**config.mk**
```make
export PLATFORM = sky130hd
export DESIGN_NAME = stream_packer_flat
export DESIGN_NICKNAME = d
export VERILOG_FILES = /design/src/rtl/stream_packer_if.sv /design/src/rtl/stream_packer.sv /design/src/flat_wrapper.sv
export SDC_FILE = /design/constraint.sdc
export NUM_CORES = 1
export LEC_CHECK = 0
export CORE_MARGIN = 1
export CORE_UTILIZATION = 40
export DETAILED_ROUTE_END_ITERATION = 8
export GPL_ROUTABILITY_DRIVEN = 1
export PLACE_DENSITY = 0.59
export SLEW_MARGIN = 20
export SYNTH_ARGS = -nofsm -noshare
export SYNTH_HDL_FRONTEND = slang
export SYNTH_SLANG_ARGS = --single-unit
```
**constraint.sdc**
```tcl
create_clock -name clk_in -period 4 [get_ports clk_in]
set_clock_uncertainty 0.15 [all_clocks]
set_input_delay 1.2 -clock clk_in [delete_from_list [all_inputs] [get_ports clk_in]]
set_output_delay 1.2 -clock clk_in [all_outputs]
set_load 0.01 [all_outputs]
```
**src/rtl/stream_packer_if.sv**
```systemverilog
// Handshake bundle between a beat producer, the packer and a word consumer.
// The master side drives the narrow beat stream and consumes packed words;
// the slave side is the packer itself.
interface stream_packer_if #(
  parameter int IN_W  = 8,
  parameter int RATIO = 16
);
  localparam int OUT_W = IN_W * RATIO;

  // Narrow input stream
  logic              pixel_tvalid;
  logic              pixel_tready;
  logic [IN_W-1:0]   pixel_tdata;
  logic              pixel_tlast;
  logic              flush_in;

  // Packed output stream
  logic              chunk_tvalid;
  logic              chunk_tready;
  logic [OUT_W-1:0]  chunk_tdata;
  logic [RATIO-1:0]  chunk_tkeep;
  logic              chunk_tlast;

  modport master (
    output pixel_tvalid, pixel_tdata, pixel_tlast, flush_in, chunk_tready,
    input  pixel_tready, chunk_tvalid, chunk_tdata, chunk_tkeep, chunk_tlast
  );

  modport slave (
    input  pixel_tvalid, pixel_tdata, pixel_tlast, flush_in, chunk_tready,
    output pixel_tready, chunk_tvalid, chunk_tdata, chunk_tkeep, chunk_tlast
  );
endinterface

```
**src/rtl/stream_packer.sv**
```systemverilog
// Packs RATIO consecutive IN_W-bit beats into one OUT_W-bit word, first beat
// in the least significant lane. A word closes when it is full, on tlast
// (when FLUSH_ON_LAST is set) or on a flush request; partial words carry a
// tkeep mask of the filled lanes. A single output register decouples the
// two sides, so input throughput is one beat per clock while the consumer
// keeps up.
module stream_packer #(
  parameter int IN_W          = 8,
  parameter int RATIO         = 16,
  parameter bit FLUSH_ON_LAST = 1'b1
) (
  input  logic            clk_in,
  input  logic            rst_in,
  stream_packer_if.slave  bus,
  output logic [31:0]     words_out
);
  localparam int OUT_W = IN_W * RATIO;
  localparam int CNT_W = $clog2(RATIO);
  localparam logic [CNT_W-1:0] LAST_LANE = CNT_W'(RATIO - 1);

  // Accumulator: lanes 0..count_q-1 hold beats of the word in progress
  logic [CNT_W-1:0] count_q;
  logic [OUT_W-1:0] acc_q;
  logic             acc_last_q;
  logic             flush_pend_q;

  // Output register
  logic             out_valid_q;
  logic [OUT_W-1:0] out_data_q;
  logic [RATIO-1:0] out_keep_q;
  logic             out_last_q;

  // Combinational handshake and merge results
  logic             out_free;
  logic             beat_acc;
  logic             word_acc;
  logic             flush_req;
  logic             close_beat;
  logic             close_flush;
  logic             close_word;
  logic [CNT_W:0]   fill;
  logic [OUT_W-1:0] acc_merged;
  logic [RATIO-1:0] keep_merged;
  logic             last_merged;

  assign bus.pixel_tready = out_free;
  assign bus.chunk_tvalid = out_valid_q;
  assign bus.chunk_tdata  = out_data_q;
  assign bus.chunk_tkeep  = out_keep_q;
  assign bus.chunk_tlast  = out_last_q;

  // Decide acceptance and closing, and form the word as it would look with this cycle's beat.
  always_comb begin
    // NOTE: every signal gets a value before any condition so no latch is inferred.
    acc_merged  = acc_q;
    keep_merged = '0;
    last_merged = acc_last_q;

    // The output register can take a new word when empty or being drained now.
    out_free  = !out_valid_q || bus.chunk_tready;
    beat_acc  = bus.pixel_tvalid && out_free;
    word_acc  = out_valid_q && bus.chunk_tready;
    flush_req = bus.flush_in || flush_pend_q;

    // A beat closes the word when it fills the last lane, carries tlast in
    // flush-on-last mode, or arrives together with a flush request.
    close_beat  = beat_acc && ((count_q == LAST_LANE) ||
                               (FLUSH_ON_LAST && bus.pixel_tlast) ||
                               flush_req);
    // A flush without a beat only closes a non-empty word, and only when the
    // output register can take it; otherwise the request stays pending.
    close_flush = !beat_acc && flush_req && (count_q != '0) && out_free;
    close_word  = close_beat || close_flush;

    fill = {1'b0, count_q} + (CNT_W + 1)'(beat_acc);

    if (beat_acc && bus.pixel_tlast) begin
      last_merged = 1'b1;
    end

    for (int k = 0; k < RATIO; k++) begin
      if (beat_acc && (count_q == CNT_W'(k))) begin
        acc_merged[k*IN_W +: IN_W] = bus.pixel_tdata;
      end
      keep_merged[k] = (k < int'(fill));
    end
  end

  // Output register: load on close, hold while stalled, empty after acceptance.
  always_ff @(posedge clk_in) begin
    // NOTE: sequential state uses non-blocking assignments so every register samples pre-edge values.
    if (rst_in) begin
      out_valid_q <= 1'b0;
      out_data_q  <= '0;
      out_keep_q  <= '0;
      out_last_q  <= 1'b0;
    end else if (close_word) begin
      out_valid_q <= 1'b1;
      out_data_q  <= acc_merged;
      out_keep_q  <= keep_merged;
      out_last_q  <= last_merged;
    end else if (word_acc) begin
      out_valid_q <= 1'b0;
    end
  end

  // Accumulator: collect beats, restart empty after each close.
  always_ff @(posedge clk_in) begin
    // NOTE: the accumulator data is cleared on reset and on close so unfilled lanes of a partial word read as zero.
    if (rst_in) begin
      acc_q        <= '0;
      acc_last_q   <= 1'b0;
      count_q      <= '0;
      flush_pend_q <= 1'b0;
    end else begin
      if (close_word) begin
        acc_q      <= '0;
        acc_last_q <= 1'b0;
        count_q    <= '0;
      end else if (beat_acc) begin
        acc_q      <= acc_merged;
        acc_last_q <= last_merged;
        count_q    <= count_q + CNT_W'(1);
      end
      flush_pend_q <= flush_req && !close_word && (count_q != '0);
    end
  end

  // Count words taken by the consumer; wraps naturally at 2^32.
  always_ff @(posedge clk_in) begin
    if (rst_in) begin
      words_out <= '0;
    end else if (word_acc) begin
      words_out <= words_out + 32'd1;
    end
  end
endmodule

```
**src/flat_wrapper.sv**
```systemverilog
// flat-port wrapper written by rule: the top's interface ports become plain ports
module stream_packer_flat 
#(
  parameter int IN_W          = 8,
  parameter int RATIO         = 16,
  parameter bit FLUSH_ON_LAST = 1'b1
)
  (clk_in, rst_in, words_out, bus_pixel_tvalid, bus_pixel_tdata, bus_pixel_tlast, bus_flush_in, bus_chunk_tready, bus_pixel_tready, bus_chunk_tvalid, bus_chunk_tdata, bus_chunk_tkeep, bus_chunk_tlast);
  stream_packer_if #(.IN_W(IN_W), .RATIO(RATIO)) bus_i ();
  input  logic clk_in;
  input  logic rst_in;
  output logic [31:0] words_out;
  input wire logic [$bits(bus_i.pixel_tvalid)-1:0] bus_pixel_tvalid;
  input wire logic [$bits(bus_i.pixel_tdata)-1:0] bus_pixel_tdata;
  input wire logic [$bits(bus_i.pixel_tlast)-1:0] bus_pixel_tlast;
  input wire logic [$bits(bus_i.flush_in)-1:0] bus_flush_in;
  input wire logic [$bits(bus_i.chunk_tready)-1:0] bus_chunk_tready;
  output wire logic [$bits(bus_i.pixel_tready)-1:0] bus_pixel_tready;
  output wire logic [$bits(bus_i.chunk_tvalid)-1:0] bus_chunk_tvalid;
  output wire logic [$bits(bus_i.chunk_tdata)-1:0] bus_chunk_tdata;
  output wire logic [$bits(bus_i.chunk_tkeep)-1:0] bus_chunk_tkeep;
  output wire logic [$bits(bus_i.chunk_tlast)-1:0] bus_chunk_tlast;
  assign bus_i.pixel_tvalid = bus_pixel_tvalid;
  assign bus_i.pixel_tdata = bus_pixel_tdata;
  assign bus_i.pixel_tlast = bus_pixel_tlast;
  assign bus_i.flush_in = bus_flush_in;
  assign bus_i.chunk_tready = bus_chunk_tready;
  assign bus_pixel_tready = bus_i.pixel_tready;
  assign bus_chunk_tvalid = bus_i.chunk_tvalid;
  assign bus_chunk_tdata = bus_i.chunk_tdata;
  assign bus_chunk_tkeep = bus_i.chunk_tkeep;
  assign bus_chunk_tlast = bus_i.chunk_tlast;
  stream_packer #(.IN_W(IN_W), .RATIO(RATIO), .FLUSH_ON_LAST(FLUSH_ON_LAST)) u_core (.clk_in(clk_in), .rst_in(rst_in), .bus(bus_i), .words_out(words_out));
endmodule
```
==> results.json, run 1 <==
{
  "fin_setup_tns_ns": 0,
  "path_cells": "clkdlybuf4s50_1 -> nor2b_4 -> inv_4 -> clkdlybuf4s50_1",
  "netlist_area_um2": 11200,
  "syn_avg_cell_area_um2": 9.63,
  "drcViolationCount": 0,
  "regArea_um2": 6250,
  "startpoint_type": "primary input",
  "async_flop_share_pct": 0,
  "post-dp-hpwl_mm": 18.2,
  "required_ns": 2.65,
  "powerDensity_nw_per_um2": 449,
  "relSlewSlack_pct": 40.1,
  "slowest_stage": "clkdlybuf4s50_1",
  "worst_pin_slew_ns": 0.897,
  "area_growth_pct": 30.7,
  "seq_power_share_pct": 47.9,
  "p_leak_nw": 5.05,
  "postCtsHoldBufs": 0,
  "critical_path_class": "in2out",
  "ir_worst_vdd_uv": 215,
  "synthesis.nets": 1185,
  "cpMostUsedCell": "clkdlybuf4s50_1",
  "wl_per_cell_um": 16.8,
  "p_int_mw": 5.10,
  "grt_overflow": 0,
  "crit_buf_inv": 3,
  "synth_ff_type": "dfxtp_1",
  "pin_count": 193,
  "pwr-share-comb_pct": 5.3,
  "fin_util_pct": 53.8,
  "yosysWarnings": 0,
  "viasPerCell": 4.94,
  "clockBufferDepth": 3,
  "drv_cap": 0,
  "die-width_um": 169,
  "synth_cells": 1165,
  "pwr-share-clk_pct": 46.7,
  "place.gp.congestion": 0.852,
  "antenna_found_initial": 0,
  "drive_gt1_share_pct": 8.44,
  "end_kind": "output pin",
  "dr.pass1.iters": 5,
  "fillers": 2506,
  "n_antenna_cell": 0,
  "start_util_pct": 41.2,
  "synth_edf_count": 0,
  "clk_pin_slew_ns": 0.06,
  "instances_no_fill": 1747,
  "cts_tree": "yes",
  "drtIter0Drc": 609,
  "outcome": "completed",
  "fin_crit_sh_pct": 96.0,
  "placed_cells": 1689,
  "core_um2": 27300,
  "grt_pass1_vias": 8086,
  "period_minus_slack_ns": 3.84,
  "hold_class": "reg2reg",
  "rsz0062_at_grt": "no",
  "final-setup-viol-count": 0,
  "cts_sinks": 312,
  "setup_ws_ns": 0.160,
  "cts_buffers": 34,
  "dieArea_um2": 28700,
  "die_y_um": 169,
  "multi_input_area_um2": 4600,
  "final_hold_viol_count": 0,
  "switching_power_mw": 1.49,
  "io_buffers": 192,
  "ys_ff_latch": 312,
  "ys_types": 54,
  "final_common_cell": "dfxtp_1",
  "finalMaxSlewViolations": 0,
  "dp_slack_ns": 0.159,
  "path_delay_family": "buffers and inverters",
  "grt_usage_pct": 20.3,
  "cts_resized": 0,
  "layout_common_cells": "dfxtp_1 (312), clkdlybuf4s50_1 (191), nor2_1 (188), nand2_1 (145), mux2i_1 (128)",
  "synth_seq_area_share_pct": 55.7,
  "std_cell_rows": 60,
  "crit_fanout": 7,
  "clkLatencyLatePin_ns": 0.51,
  "clock_tree.root_cell": "clkbuf_16",
  "final_antenna_net_count": 0,
  "totalWireLength_mm": 29.3,
  "max_stage_delay_ns": 0.47,
  "cp_data_arrival_time_ns": 2.49,
  "num_vias": 8629,
  "hold-worst-slack_ns": 0.298,
  "cts_post_setup_buffers_inserted": 0,
  "grt_max_degree": 101,
  "htree_levels": 2,
  "swShare_pct": 22.6,
  "grt_pass1_wl_mm": 45.6,
  "finalNetCount": 1373,
  "fmax_ghz": 0.260
}
worst register-to-register path, stage by stage, from the launching register on:
cell,delay (ns)
dfxtp_1,0.91
nor2_1,0.29
a2111oi_4,0.58
nor2_2,0.19
nand2_4,0.28
buf_12,0.30
nor2_1,0.10
per-layer routing:
layer | track usage (%) | vias up | routed length, um | share of wire, %
met5 | 0 | - | 0 | 0
met4 | 5.64 | 0 | 527 | 1.8
met3 | 2.61 | 41 | 1350 | 4.6
met2 | 32.6 | 232 | 13300 | 46
met1 | 28.5 | 4049 | 14100 | 48
li1 | - | 4307 | - | -
state kept, by name, indices dropped and copies added, names as in the netlist, 4 cells and up:
register,flops
u_core.acc_q,128
u_core.bus.chunk_tdata,128
u_core.words_out,32
u_core.bus.chunk_tkeep,16
u_core.count_q,4
power by group through the flow:
| stage | Clock, mW | Sequential [mW] | Combinational [mW] |
|---|---|---|---|
| finish | 3.08 | 3.16 | 0.352 |
| global route | 3.28 | 3.16 | 0.381 |
| CTS | 3.15 | 3.16 | 0.357 |
| detailed placement | 0 | 3.23 | 0.356 |
| global placement | 0 | 3.23 | 0.355 |
| floorplan | 0 | 3.23 | 0.198 |
kinds of logic after synthesis:
| kind of cell | share of synthesized area [%] |
|---|---|
| fa+ha+maj | 0.669 |
| buf+inv | 3.52 |
| compound gates | 9.41 |
| xor+xnor | 2.58 |
| mux | 11.5 |
| flops | 55.7 |
| simple gates | 16.6 |
final cells by class:
| class | instances | share of cell area, % |
|---|---|---|
| clock buffers | 49 | 6.73 |
| well taps | 372 | 3.17 |
| inverters | 10 | 0.273 |
| multi-input cells | 771 | 31.4 |
| repair buffers | 224 | 15.0 |
| clock inverters | 9 | 0.793 |
| flip-flops and latches | 312 | 42.6 |
per-stage QoR:
step,total power [mW],instance area [um2]
finish,6.59,14700
global route,6.82,14700
CTS,6.67,14700
detailed placement,3.58,13600
global placement,3.58,13600
floorplan,3.42,11200
synthesized netlist by cell type (all sizes together) (2+ instances only):
master   count  area (um2)
dfxtp      312        6250
nor2       201         797
nand2      146         551
mux2i      128        1280
o21ai      127         639
buf         44         250
clkbuf      28         105
xor2        28         245
nand3       22         138
nand4       15        93.8
a21oi       13        65.1
nor3        12         105
a211oi      11        92.6
inv         10        40.0
and3         8        50.1
ha           6        75.1
and4         5        43.8
o31ai        5        37.5
xnor2        5        43.8
a22o         4        35.0
a31oi        4        25.0
and2         4        25.0
nor4         3        18.8
a2111oi      2        36.3
a21o         2        15.0
a22oi        2        15.0
a311oi       2        17.5
a32o         2        20.0
nor2b        2        20.0
o21bai       2        15.0
or3          2        12.5
worst paths after layout:
check | from | to | slack [ns] | cells after the start
worst max-delay path | bus_chunk_tready | bus_pixel_tready | 0.16 | 4
worst min-delay path | u_core.bus.chunk_tdata[35] | u_core.bus.chunk_tdata[35] | 0.30 | 2
worst max register to register | u_core.count_q[2] | u_core.acc_q[107] | 1.06 | 6
worst min register to register | u_core.bus.chunk_tdata[35] | u_core.bus.chunk_tdata[35] | 0.30 | 2
Note: power is estimated with default switching activity, not from simulation.
==> run 2: changes to the inputs <==
==> constraint.sdc (replaced) <==
create_clock -name clk_in -period 3.57 [get_ports clk_in]
set_clock_uncertainty 0.15 [all_clocks]
set_input_delay 1.071 -clock clk_in [delete_from_list [all_inputs] [get_ports clk_in]]
set_output_delay 1.071 -clock clk_in [all_outputs]
set_load 0.01 [all_outputs]
==> results.json, run 2 (synthesis gave the netlist of run 1 again) <==
{
  "outcome": "completed",
  "whs_endpoint": "u_core.bus.chunk_tdata[84]",
  "r2r_slack_ns": 0.90,
  "antenna_found_initial": 0,
  "final-setup-viol-count": 0,
  "hold_class": "reg2reg",
  "place.gp.congestion": 0.869,
  "regArea_um2": 6250,
  "ff2ff_path_depth": 7,
  "die-width_um": 169,
  "fin_crit_sh_pct": 97.0,
  "cts_tree": "yes",
  "clkLatencyLatePin_ns": 0.50,
  "post-dp-hpwl_mm": 18.4,
  "grt_pass1_wl_mm": 45.1,
  "die_y_um": 169,
  "finalNetCount": 1388,
  "cts_buffers": 34,
  "powerDensity_nw_per_um2": 504,
  "core_um2": 27300,
  "startpoint_type": "primary input",
  "final_antenna_net_count": 0,
  "ir_worst_vdd_uv": 268,
  "pin_count": 193,
  "rr_startpoint": "u_core.count_q[1]",
  "num_vias": 8721,
  "reg2reg_to": "u_core.acc_q[44]",
  "final_common_cell": "dfxtp_1",
  "grt_usage_pct": 19.8,
  "fin_setup_tns_ns": 0,
  "end_kind": "output pin",
  "finalMaxSlewViolations": 0,
  "p_leak_nw": 5.17,
  "hold_start": "u_core.bus.chunk_tdata[84]",
  "dr.pass1.iters": 5,
  "drive_gt1_share_pct": 9.55,
  "cp_data_arrival_time_ns": 2.24,
  "worst_pin_slew_ns": 0.568,
  "cts_post_setup_buffers_inserted": 0,
  "period_minus_slack_ns": 3.46,
  "std_cell_rows": 60,
  "hold_depth": 2,
  "clk_pin_slew_ns": 0.06,
  "grt_overflow": 0,
  "htree_levels": 2,
  "grt_pass1_vias": 8215,
  "hold-worst-slack_ns": 0.298,
  "relSlewSlack_pct": 62.0,
  "rsz0062_at_grt": "no",
  "finalPower_mw": 7.50,
  "drv_cap": 0,
  "grt_max_degree": 86,
  "required_ns": 2.35,
  "multi_input_area_um2": 4600,
  "area_growth_pct": 32.5,
  "dieArea_um2": 28700,
  "clockBufferDepth": 3,
  "start_util_pct": 41.2,
  "wl_per_cell_um": 16.5,
  "postCtsHoldBufs": 0,
  "cts_resized": 0,
  "fillers": 2481,
  "instances_no_fill": 1764,
  "fmax_ghz": 0.289,
  "n_antenna_cell": 0,
  "crit_fanout": 2,
  "critical_path_class": "in2out",
  "drtIter0Drc": 696,
  "layout_common_cells": "dfxtp_1 (312), clkdlybuf4s50_1 (191), nor2_1 (188), nand2_1 (145), mux2i_1 (128)",
  "totalWireLength_mm": 29.1,
  "viasPerCell": 4.94,
  "placed_cells": 1704,
  "final_hold_viol_count": 0,
  "io_buffers": 192,
  "clock_tree.root_cell": "clkbuf_16",
  "drcViolationCount": 0,
  "cts_sinks": 312
}
## run 2: final cells by class
cell class	instances	share of cell area, %
inverters	10	0.269
well taps	372	3.13
flip-flops and latches	312	42.0
multi-input cells	771	31.0
repair buffers	239	15.9
clock inverters	6	0.589
clock buffers	54	7.18
## run 2: metrics by stage
stage / cell area [um2] / util [%] / setup slack, ns
after global routing: 14900 / 54.6 / 0.0820
after detailed placement: 13700 / 50.3 / 0.111
final: 14900 / 54.6 / 0.108
after global placement: 13700 / 50.3 / 0.122
after floorplan: 11200 / - / 0.810
after CTS: 14900 / 54.6 / 0.101
## run 2: power breakdown
part	internal (mW)	total (mW)	switching, mW
combinational	0.142	0.412	0.270
clock	2.19	3.55	1.36
sequential	3.51	3.54	0.0244
## run 2: metal layers
layer	GRT usage, %	wire [um]	vias up
li1	-	-	4337
met1	27.8	13900	4132
met2	31.6	13200	220
met3	3.57	1460	32
met4	4.35	417	0
met5	0	0	-
## run 2: how the worst max path moves through the flow
stage	cells past startpoint	end	from
global placement	4	bus_pixel_tready	bus_chunk_tready
floorplan	3	bus_pixel_tready	bus_chunk_tready
finish	4	bus_pixel_tready	bus_chunk_tready
CTS	4	bus_pixel_tready	bus_chunk_tready
detailed placement	4	bus_pixel_tready	bus_chunk_tready
global route	4	bus_pixel_tready	bus_chunk_tready
## run 2: worst max-delay path: stages
cell             delay, ns
clkdlybuf4s50_1       0.53
nor2b_4               0.07
inv_4                 0.05
clkdlybuf4s50_1       0.52
==> run 3: changes to the inputs <==
--- a/config.mk
+++ b/config.mk
@@ -5,6 +5,7 @@
 export SDC_FILE = /design/constraint.sdc
 export NUM_CORES = 1
 export LEC_CHECK = 0
+export CAP_MARGIN = 20
 export CORE_MARGIN = 1
 export CORE_UTILIZATION = 40
 export DETAILED_ROUTE_END_ITERATION = 8
==> results of run 3 <==
Same layout as run 2: the final DEF is identical, and so are final timing and power.
